[config.mk]
export PLATFORM = sky130hd
export DESIGN_NAME = rice_pkt_ctrl
export DESIGN_NICKNAME = d
export VERILOG_FILES = /design/src/rtl/rice_pkt_ctrl.sv
export SDC_FILE = /design/constraint.sdc
export NUM_CORES = 1
export LEC_CHECK = 0
export ABC_CLOCK_PERIOD_IN_PS = 2200
export CAP_MARGIN = 20
export CORE_MARGIN = 3
export CORE_UTILIZATION = 50
export CTS_CLUSTER_SIZE = 16
export DETAILED_ROUTE_END_ITERATION = 8
export GPL_TIMING_DRIVEN = 0
export PLACE_DENSITY = 0.75
export SLEW_MARGIN = 20
export SYNTH_ARGS = -nofsm -noshare
export SYNTH_HDL_FRONTEND = slang
export SYNTH_SLANG_ARGS = --single-unit
[constraint.sdc]
create_clock -name clk -period 2.2 [get_ports clk]
set_clock_uncertainty 0.15 [all_clocks]
set_input_delay 0.22 -clock clk [delete_from_list [all_inputs] [get_ports clk]]
set_output_delay 0.22 -clock clk [all_outputs]
set_load 0.02 [all_outputs]
[src/rtl/rice_pkt_ctrl.sv]
// Packet sequencer: sync hunt, header parse, N-word payload forwarding via a 4-entry buffer.
// Optional trailing XOR checksum word enabled by defining RICE_PKT_CKSUM_EN.
module rice_pkt_ctrl #(
  parameter logic [31:0] SYNC_WORD = 32'h1ACFFC1D,
  parameter int unsigned TIMEOUT   = 64
) (
  input  logic        clk,
  input  logic        reset,
  input  logic [31:0] data,
  input  logic        datavalid,
  input  logic        dec_ready,
  output logic [31:0] pdata,
  output logic        pvalid,
  output logic [3:0]  k_param,
  output logic [15:0] nsamples,
  output logic        hdr_valid,
  output logic        pkt_done,
  output logic        pkt_err,
  output logic [1:0]  err_code,
  output logic        busy
);

  localparam logic [2:0] ST_HUNT    = 3'd0;
  localparam logic [2:0] ST_HEADER  = 3'd1;
  localparam logic [2:0] ST_PAYLOAD = 3'd2;
`ifdef RICE_PKT_CKSUM_EN
  localparam logic [2:0] ST_CHECK   = 3'd3;
`endif
  localparam logic [2:0] ST_DRAIN   = 3'd4;

  localparam int unsigned IW = $clog2(TIMEOUT + 1);
  localparam logic [IW-1:0] IDLE_LAST = IW'(TIMEOUT - 1);

  localparam logic [1:0] ERR_HDR  = 2'd0;
  localparam logic [1:0] ERR_OVF  = 2'd1;
  localparam logic [1:0] ERR_TOUT = 2'd2;
`ifdef RICE_PKT_CKSUM_EN
  localparam logic [1:0] ERR_CSUM = 2'd3;
`endif

  logic [2:0]    state_q, state_d;
  logic [3:0]    k_q, k_d;
  logic [15:0]   ns_q, ns_d;
  logic [7:0]    nw_q, nw_d;
  logic [7:0]    cnt_q, cnt_d;
  logic [IW-1:0] idle_q, idle_d;
  logic          hdr_q, hdr_d;
  logic          done_q, done_d;
  logic          err_q, err_d;
  logic [1:0]    ecode_q, ecode_d;
`ifdef RICE_PKT_CKSUM_EN
  logic [31:0]   xor_q, xor_d;
`endif

  logic [31:0]   mem_q [4];
  logic [1:0]    wp_q, wp_d;
  logic [1:0]    rp_q, rp_d;
  logic [2:0]    occ_q, occ_d;

  logic          push;
  logic          pop;
  logic          flush;
  logic          err_hit;
  logic [1:0]    err_sel;

  assign pop = (occ_q != 3'd0) && dec_ready;

  always_comb begin
    state_d = state_q;
    k_d     = k_q;
    ns_d    = ns_q;
    nw_d    = nw_q;
    cnt_d   = cnt_q;
    idle_d  = idle_q;
    hdr_d   = 1'b0;
    done_d  = 1'b0;
    err_d   = 1'b0;
    ecode_d = ecode_q;
`ifdef RICE_PKT_CKSUM_EN
    xor_d   = xor_q;
`endif
    push    = 1'b0;
    err_hit = 1'b0;
    err_sel = ERR_HDR;

    case (state_q)
      ST_HUNT: begin
        idle_d = '0;
        if (datavalid && (data == SYNC_WORD)) begin
          state_d = ST_HEADER;
        end
      end
      ST_HEADER: begin
        if (datavalid) begin
          if ((data[23:16] == 8'd0) || (data[27:24] != 4'd0)) begin
            err_hit = 1'b1;
            err_sel = ERR_HDR;
          end else begin
            k_d     = data[31:28];
            nw_d    = data[23:16];
            ns_d    = data[15:0];
            cnt_d   = '0;
            hdr_d   = 1'b1;
`ifdef RICE_PKT_CKSUM_EN
            xor_d   = '0;
`endif
            state_d = ST_PAYLOAD;
          end
        end
      end
      ST_PAYLOAD: begin
        if (datavalid) begin
          push  = 1'b1;
          cnt_d = cnt_q + 8'd1;
`ifdef RICE_PKT_CKSUM_EN
          xor_d = xor_q ^ data;
          if (cnt_d == nw_q) state_d = ST_CHECK;
`else
          if (cnt_d == nw_q) state_d = ST_DRAIN;
`endif
        end
      end
`ifdef RICE_PKT_CKSUM_EN
      ST_CHECK: begin
        if (datavalid) begin
          if (data != xor_q) begin
            err_hit = 1'b1;
            err_sel = ERR_CSUM;
          end else begin
            state_d = ST_DRAIN;
          end
        end
      end
`endif
      ST_DRAIN: begin
        idle_d = '0;
        // Finish in the cycle that empties the buffer so pkt_done follows the last pop directly.
        if ((occ_q == 3'd0) || ((occ_q == 3'd1) && pop)) begin
          done_d  = 1'b1;
          state_d = ST_HUNT;
        end
      end
      default: state_d = ST_HUNT;
    endcase

    if ((state_q != ST_HUNT) && (state_q != ST_DRAIN)) begin
      if (datavalid) begin
        idle_d = '0;
      end else if (idle_q == IDLE_LAST) begin
        err_hit = 1'b1;
        err_sel = ERR_TOUT;
      end else begin
        idle_d = idle_q + 1'b1;
      end
    end

    if (push && (occ_q == 3'd4) && !pop) begin
      err_hit = 1'b1;
      err_sel = ERR_OVF;
    end

    flush = err_hit;
    if (err_hit) begin
      err_d   = 1'b1;
      ecode_d = err_sel;
      state_d = ST_HUNT;
      idle_d  = '0;
      cnt_d   = '0;
    end
  end

  always_comb begin
    wp_d  = wp_q;
    rp_d  = rp_q;
    occ_d = occ_q;
    if (flush) begin
      wp_d  = '0;
      rp_d  = '0;
      occ_d = '0;
    end else begin
      if (push) wp_d = wp_q + 2'd1;
      if (pop)  rp_d = rp_q + 2'd1;
      occ_d = occ_q + {2'b00, push} - {2'b00, pop};
    end
  end

  always_ff @(posedge clk or negedge reset) begin
    if (!reset) begin
      state_q <= ST_HUNT;
      k_q     <= '0;
      ns_q    <= '0;
      nw_q    <= '0;
      cnt_q   <= '0;
      idle_q  <= '0;
      hdr_q   <= 1'b0;
      done_q  <= 1'b0;
      err_q   <= 1'b0;
      ecode_q <= '0;
`ifdef RICE_PKT_CKSUM_EN
      xor_q   <= '0;
`endif
      wp_q    <= '0;
      rp_q    <= '0;
      occ_q   <= '0;
      for (int unsigned i = 0; i < 4; i++) mem_q[i] <= '0;
    end else begin
      state_q <= state_d;
      k_q     <= k_d;
      ns_q    <= ns_d;
      nw_q    <= nw_d;
      cnt_q   <= cnt_d;
      idle_q  <= idle_d;
      hdr_q   <= hdr_d;
      done_q  <= done_d;
      err_q   <= err_d;
      ecode_q <= ecode_d;
`ifdef RICE_PKT_CKSUM_EN
      xor_q   <= xor_d;
`endif
      wp_q    <= wp_d;
      rp_q    <= rp_d;
      occ_q   <= occ_d;
      if (push && !flush) mem_q[wp_q] <= data;
    end
  end

  assign pdata     = mem_q[rp_q];
  assign pvalid    = (occ_q != 3'd0);
  assign k_param   = k_q;
  assign nsamples  = ns_q;
  assign hdr_valid = hdr_q;
  assign pkt_done  = done_q;
  assign pkt_err   = err_q;
  assign err_code  = ecode_q;
  assign busy      = (state_q != ST_HUNT);

endmodule

==> results.sh <==
export IMPL_comb_power_share_pct=18.9
export IMPL_setup_viol=30
export IMPL_row_count=47
export IMPL_gp_congestion=0.8206
export IMPL_antenna_cells=0
export IMPL_synth_cells=568
export IMPL_ant_nets=0
export IMPL_numClockSinks=186
export IMPL_synth_flop_cell="dfrtp_1"
export IMPL_dp_hpwl_um=12930
export IMPL_setup_slack_ps=-45.25
export IMPL_p_switching_w=0.002116
export IMPL_power_density_mw_per_mm2=741.3
export IMPL_overflow=0
export IMPL_wl_per_cell_um=23.10
export IMPL_drc=0
export IMPL_clock_power_share_pct=39.4
export IMPL_r2r_slack_ps=-40
export IMPL_path_buf_inv=4
export IMPL_coreArea_mm2=0.01676
export IMPL_async_flop_share_pct=100.0
export IMPL_min_period_ps=2245
export IMPL_synth_cell_types=58
export IMPL_hold_depth=2
export IMPL_p_leak_nw=5.724
export IMPL_drv_cap=0
export IMPL_yosysTopAreaCellShare_pct=53.80
export IMPL_regArea_mm2=0.004658
export IMPL_synth_most_common_cell="dfrtp_1"
export IMPL_arrival_ps=1880
export IMPL_synth_common_cells="dfrtp_1, mux2_2, mux4_2, mux2_4, nor2_1"
export IMPL_cpPeakStageDelay_ps=510
export IMPL_worst_r2r_cell_count=6
export IMPL_drt_initial_drc_count=385
export IMPL_synth_edf_count=0
export IMPL_post_route_period_util_pct=102.1
export IMPL_timing_fmax_mhz=445.4
export IMPL_slowest_stage="mux4_2"
export IMPL_final_max_slew_violation_count=0
export IMPL_multi_input_area_mm2=0.004148
export IMPL_synth_xor_area_share_pct=1.721
export IMPL_worst_pin_slew_ps=638.6
export IMPL_rsz0062_at_grt="true"
export IMPL_nFillCells=1082
export IMPL_nets=756
export IMPL_path_class="reg -> out"
export IMPL_holdPathEnd="nw_q[1]$_DFFE_PN0P_"
export IMPL_netSwitchingFraction_pct=24.87
export IMPL_initial_utilization_pct=51.62
export IMPL_ys_top_cells_by_area="dfrtp_1, mux2_2, mux4_2"
export IMPL_grt_pass1_wl_um=31160
export IMPL_holdWs_ps=93.96
export IMPL_yosysTopAreaCell="dfrtp_1"
export IMPL_cp_required_ps=1830
export IMPL_fp_dieW_um=137.5
export IMPL_insertion_delay_ps=430
export IMPL_grt_pass1_vias=5559
export IMPL_layout_area_overhead_vs_synth_pct=32.72
export IMPL_p_seq_share_pct=41.7
export IMPL_start_kind="register"
export IMPL_pin_count=95
export IMPL_cts_root_buf="clkbuf_16"
export IMPL_yosys_warnings=0
export IMPL_synth_simple_area_share_pct=6.812
export IMPL_die_y_um=137.5
export IMPL_setup_tns_ps=-481.8
export IMPL_syn_area_per_cell_um2=15.23
export IMPL_cts_tree="built"
export IMPL_peakVddDrop_v=0.0006820
export IMPL_vias=5511
export IMPL_hold_viol_final=0
export IMPL_crit_path_end_kind="primary output"
export IMPL_seq_area_frac_synth_pct=53.80
export IMPL_critical_path_max_fanout=5
export IMPL_port_buffers=94
export IMPL_hp_class="in -> reg"
export IMPL_synth_top_family_by_area="multiplexers"
export IMPL_vias_per_cell=5.844
export IMPL_clockBufferDepth=2
export IMPL_cts_made_buffers=17
export IMPL_grtUsageTotal_pct=21.84
export IMPL_yosys_area_share_adder_pct=1.388
export IMPL_regToRegEndpoint="mem_q[45]$_DFFE_PN0P_"
export IMPL_min_delay_start="data[17]"
export IMPL_violations="negative setup slack"
export IMPL_p_int_w=0.006395
export IMPL_grt_antenna_before_repair=0
export IMPL_synth_area_mm2=0.008651
export IMPL_wirelength_um=21790
export IMPL_synth_mux_area_share_pct=29.85
export IMPL_slew_headroom_pct=57.43
export IMPL_firstDrtPassIters=7
export IMPL_dp_slack_ps=-526.9
export IMPL_synth_seq_cells=186
export IMPL_drive_above_1_share_pct=46.33
export IMPL_htreeDepth=4
export IMPL_status="finished, violations left"
export IMPL_worstReg2RegStart="occ_q[1]$_DFF_PN0_"
export IMPL_dieArea_mm2=0.01892
export IMPL_clk_pin_slew_ps=70
export IMPL_synth_compound_area_share_pct=3.153
export IMPL_crit_family="buffers and inverters"
export IMPL_syn_nets=613
export IMPL_cp_cell_sequence="buf_6, buf_12, buf_12, mux4_2, buf_6"
export IMPL_grt_max_degree=105
-- layout make-up --
class / instances / area share [%]
clock buffer: 19 / 3.858
sequential: 186 / 40.57
inverter: 9 / 0.2942
clock inverter: 12 / 1.711
multi-input combinational: 344 / 36.13
timing repair buffer: 126 / 11.49
tap: 220 / 2.398
buffer: 27 / 3.553
-- power by group through the flow --
stage / clock, W / combinational (W) / sequential (W)
final: 0.00335 / 0.00161 / 0.00355
after global routing: 0.00352 / 0.00173 / 0.00355
after CTS: 0.00339 / 0.00153 / 0.00354
after detailed placement: 0 / 0.00109 / 0.00358
after global placement: 0 / 0.00105 / 0.00358
after floorplan: 0 / 0.000684 / 0.00357
-- worst max path at each step --
stage | startpoint | to | slack (ps) | cells past startpoint
floorplan | occ_q[2]$_DFF_PN0_ | occ_q[1]$_DFF_PN0_ | -30 | 7
global placement | reset | mem_q[40]$_DFFE_PN0P_ | -6560 | 1
finish | rp_q[0]$_DFFE_PN0P_ | pdata[12] | -50 | 5
detailed placement | rp_q[0]$_DFFE_PN0P_ | pdata[15] | -530 | 4
CTS | rp_q[0]$_DFFE_PN0P_ | pdata[12] | -70 | 5
global route | rp_q[0]$_DFFE_PN0P_ | pdata[12] | -90 | 5
-- placed cells by master (no fill, tap or decap), types with 12 or more instances in the layout --
| master | Yosys | routed |
|---|---|---|
| buf_6 | 16 | 12 |
| clkdlybuf4s50_1 | 0 | 56 |
| buf_2 | 5 | 25 |
| o21ai_0 | 12 | 12 |
| mux2_4 | 28 | 113 |
| clkbuf_16 | 0 | 28 |
| mux2_2 | 119 | 42 |
| dfrtp_1 | 186 | 183 |
| buf_12 | 0 | 14 |
| buf_4 | 1 | 20 |
| nor2_1 | 19 | 19 |
| mux4_2 | 32 | 32 |
-- timing repair --
action	CTS	global route
setup endpoints to repair	187	153
gates resized for setup	179	116
setup buffers	12	7
hold buffers	1	0
pin swaps	0	7
cloned	1	11
endpoints found under the hold margin	82	0
-- state kept, by name (all words and copies together) (netlist names) --
| name | count |
|---|---|
| state_q | 3 |
| pkt_done | 1 |
| err_code | 2 |
| occ_q | 3 |
| hdr_valid | 1 |
| wp_q | 2 |
| rp_q | 2 |
| idle_q | 7 |
| nsamples | 16 |
| k_param | 4 |
| mem_q | 128 |
| cnt_q | 8 |
| nw_q | 8 |
| pkt_err | 1 |
-- cells by family after synthesis --
| kind of cell | count (synthesis) |
|---|---|
| mux | 188 |
| flops | 186 |
| simple gates | 90 |
| compound gates | 40 |
| buf+inv | 38 |
| xor+xnor | 17 |
| fa+ha+maj | 9 |
-- per-stage QoR --
step	util (%)	total power, W	std cells	area (um2)
final	68.50	0.008511	943	11480
after global routing	68.50	0.008811	943	11480
after CTS	64.06	0.008458	926	10740
after detailed placement	59.22	0.004668	883	9925
after global placement	59.02	0.004634	882	9892
after floorplan	-	0.004252	568	8676
-- metal layers --
| layer | routed length (um) | track usage, % | vias to the layer above |
|---|---|---|---|
| li1 | - | - | 2380 |
| met5 | 0 | 0 | - |
| met2 | 10870 | 35.20 | 196 |
| met4 | 405 | 6.486 | 0 |
| met3 | 1059 | 4.091 | 28 |
| met1 | 9449 | 30.44 | 2907 |
-- worst reg2reg max path, delay by kind of cell (launching register included) --
family,cells,cell delay [ps]
buffers and inverters,2,350
flip-flops,1,430
multiplexers,1,330
AND/OR/NAND/NOR,3,880
Note: power is estimated with default switching activity, not from simulation.
==> RTL change (same flow settings) <==
The parameter `TIMEOUT` goes from 64 to 32.
--- a/src/rtl/rice_pkt_ctrl.sv
+++ b/src/rtl/rice_pkt_ctrl.sv
@@ -4,3 +4,3 @@
   parameter logic [31:0] SYNC_WORD = 32'h1ACFFC1D,
-  parameter int unsigned TIMEOUT   = 64
+  parameter int unsigned TIMEOUT   = 32
 ) (
Behaviour: no difference found for any inputs over 4 cycles, from zero or initial values and one cycle with reset low; that may be too few to reach the edited logic, so the function may still have changed.
==> RTL change against the original RTL <==
The run still ends with setup timing left. Cell count is 0.32% lower. Design area shrank 6.0%. Worst setup slack lost 0.0067 ns. Sequential cell count decreased by 1. Maximum frequency fell by 0.30%. Wire length decreased by 10%. Synthesized area shrank 1.9%.
Power is not compared: it rests on default switching activity, and its combinational part moved more than twofold at a synthesized area within 25%.
==> RTL change: results <==
status:
  outcome: "complete, but fails checks"
  failed_checks: "setup timing"
sta:
  final.setup.tns_ns: -0.488
  timing.final.ws_setup_ns: -0.0520
  setup_viol: 25
  worst_pin_slew_ns: 0.723
placed_design:
  post_dp_cell_area_mm2: 0.00979
  place.detailed.hpwl_mm: 13.0
  placer_congestion: 0.846
critical_path:
  timing.reg2reg.setup_slack_ns: -0.01
  r2r.worst_path.cells: 7
  critical_register_to_register_path_endpoint: "occ_q[1]"
  cpPeakStageDelay_ns: 0.54
power_and_ir_drop:
  ir_worst_vdd_mv: 0.691
synth:
  synth_seq_area_share_pct: 54.5
  netlist_top_cells_area: "sky130_fd_sc_hd__dfrtp_1 (55%), sky130_fd_sc_hd__mux2_2 (16%), sky130_fd_sc_hd__mux4_2 (8.5%), sky130_fd_sc_hd__mux2_1 (5.2%), sky130_fd_sc_hd__buf_6 (1.5%)"
  synthesis.nets: 619
  synth_commonest_cells: "sky130_fd_sc_hd__dfrtp_1 (185), sky130_fd_sc_hd__mux2_2 (117), sky130_fd_sc_hd__mux2_1 (39)"
layout:
  drive_gt1_share_pct: 41.0
  fillers: 1215
  layout.nets: 753
drt:
  wl_per_cell_um: 20.8
  routed-via-count: 5386
  detailedRoute.firstPassIterationCount: 5
  violation_count_after_the_first_detailed_routing_iteration: 365
clock_tree:
  tritoncts.num_buffers: 17
global_route:
  grt_antenna_before_repair: 0
  first_global_vias: 5758
  grt_start_max_net_pins: 97
hold_path:
  min-delay-start: "data[30]"
-- RTL change: changes by cell type after synthesis, sizes merged, moves of 3 or more --
cell,unedited run,this run
nand2b,3,9
a21oi,4,8
o21ai,14,11
nor4,8,3
o211ai,0,3
nor2,19,24
-- RTL change: layer usage --
| metal | up-vias | part of all wire (%) | track usage (%) |
|---|---|---|---|
| met2 | 134 | 51 | 36.3 |
| met4 | 0 | 1.4 | 6.49 |
| met3 | 22 | 4.5 | 4.26 |
| met1 | 2831 | 43 | 30.5 |
| met5 | - | 0 | 0 |
| li1 | 2399 | - | - |
-- RTL change: cell families (layout without fill, tap and decap cells) --
kind of cell	Yosys count	after routing	share of synthesized area [%]
fa+ha+maj	9	9	1.41
mux	189	189	29.3
xor+xnor	15	15	1.55
simple gates	96	96	6.85
buf+inv	38	184	2.86
flops	185	185	54.5
compound gates	42	42	3.51
-- RTL change: worst max-delay path, delay by kind of cell (launching register included) --
family,cells,cell delay (ns)
buffers and inverters,3,0.46
DFF,1,0.46
muxes,1,0.54
-- RTL change: layout make-up --
class | count | share of cell area, %
buffer | 26 | 2.61
sequential | 185 | 42.9
inverter | 8 | 0.278
tap | 220 | 2.55
clock buffer | 19 | 4.10
timing repair buffer | 119 | 11.5
multi-input combinational | 351 | 34.8
clock inverter | 12 | 1.29
-- RTL change: worst max path at each step --
stage	from	end	slack (ns)
3_3_place_gp	reset	nsamples[11]	-6.44
6_report	rp_q[0]	pdata[21]	-0.05
5_1_grt	rp_q[0]	pdata[21]	-0.10
2_1_floorplan	occ_q[0]	occ_q[1]	-0.04
4_1_cts	state_q[2]	occ_q[1]	-0.09
3_5_place_dp	rp_q[0]	pdata[29]	-0.86
-- RTL change: power breakdown --
group | switching, mW | internal (mW) | leakage (nW) | total, mW
clock | 1.32 | 1.72 | 0.285 | 3.04
sequential | 0.798 | 4.79 | 2.33 | 5.59
combinational | 3.23 | 4.13 | 2.28 | 7.36
total | 5.35 | 10.6 | 4.89 | 16.0
-- RTL change: stage by stage --
stage | utilization [%] | instances | setup slack (ns) | hold slack [ns]
2_1_floorplan | - | 574 | -0.0436 | -0.226
3_3_place_gp | 58.8 | 888 | -6.44 | 0.305
4_1_cts | 63.2 | 933 | -0.0876 | 0.259
3_5_place_dp | 59.0 | 889 | -0.858 | 0.155
6_report | 65.1 | 940 | -0.0520 | 0.0713
5_1_grt | 65.1 | 940 | -0.101 | 0.105
-- RTL change: what timing repair did --
| action | in CTS | in global routing |
|---|---|---|
| endpoints found under the hold margin | 95 | 0 |
| resized for setup | 169 | 68 |
| pin swaps | 4 | 6 |
| hold buffers | 1 | 0 |
| cloned | 1 | 2 |
| buffers inserted | 14 | 6 |
| endpoints found under the setup margin | 160 | 110 |
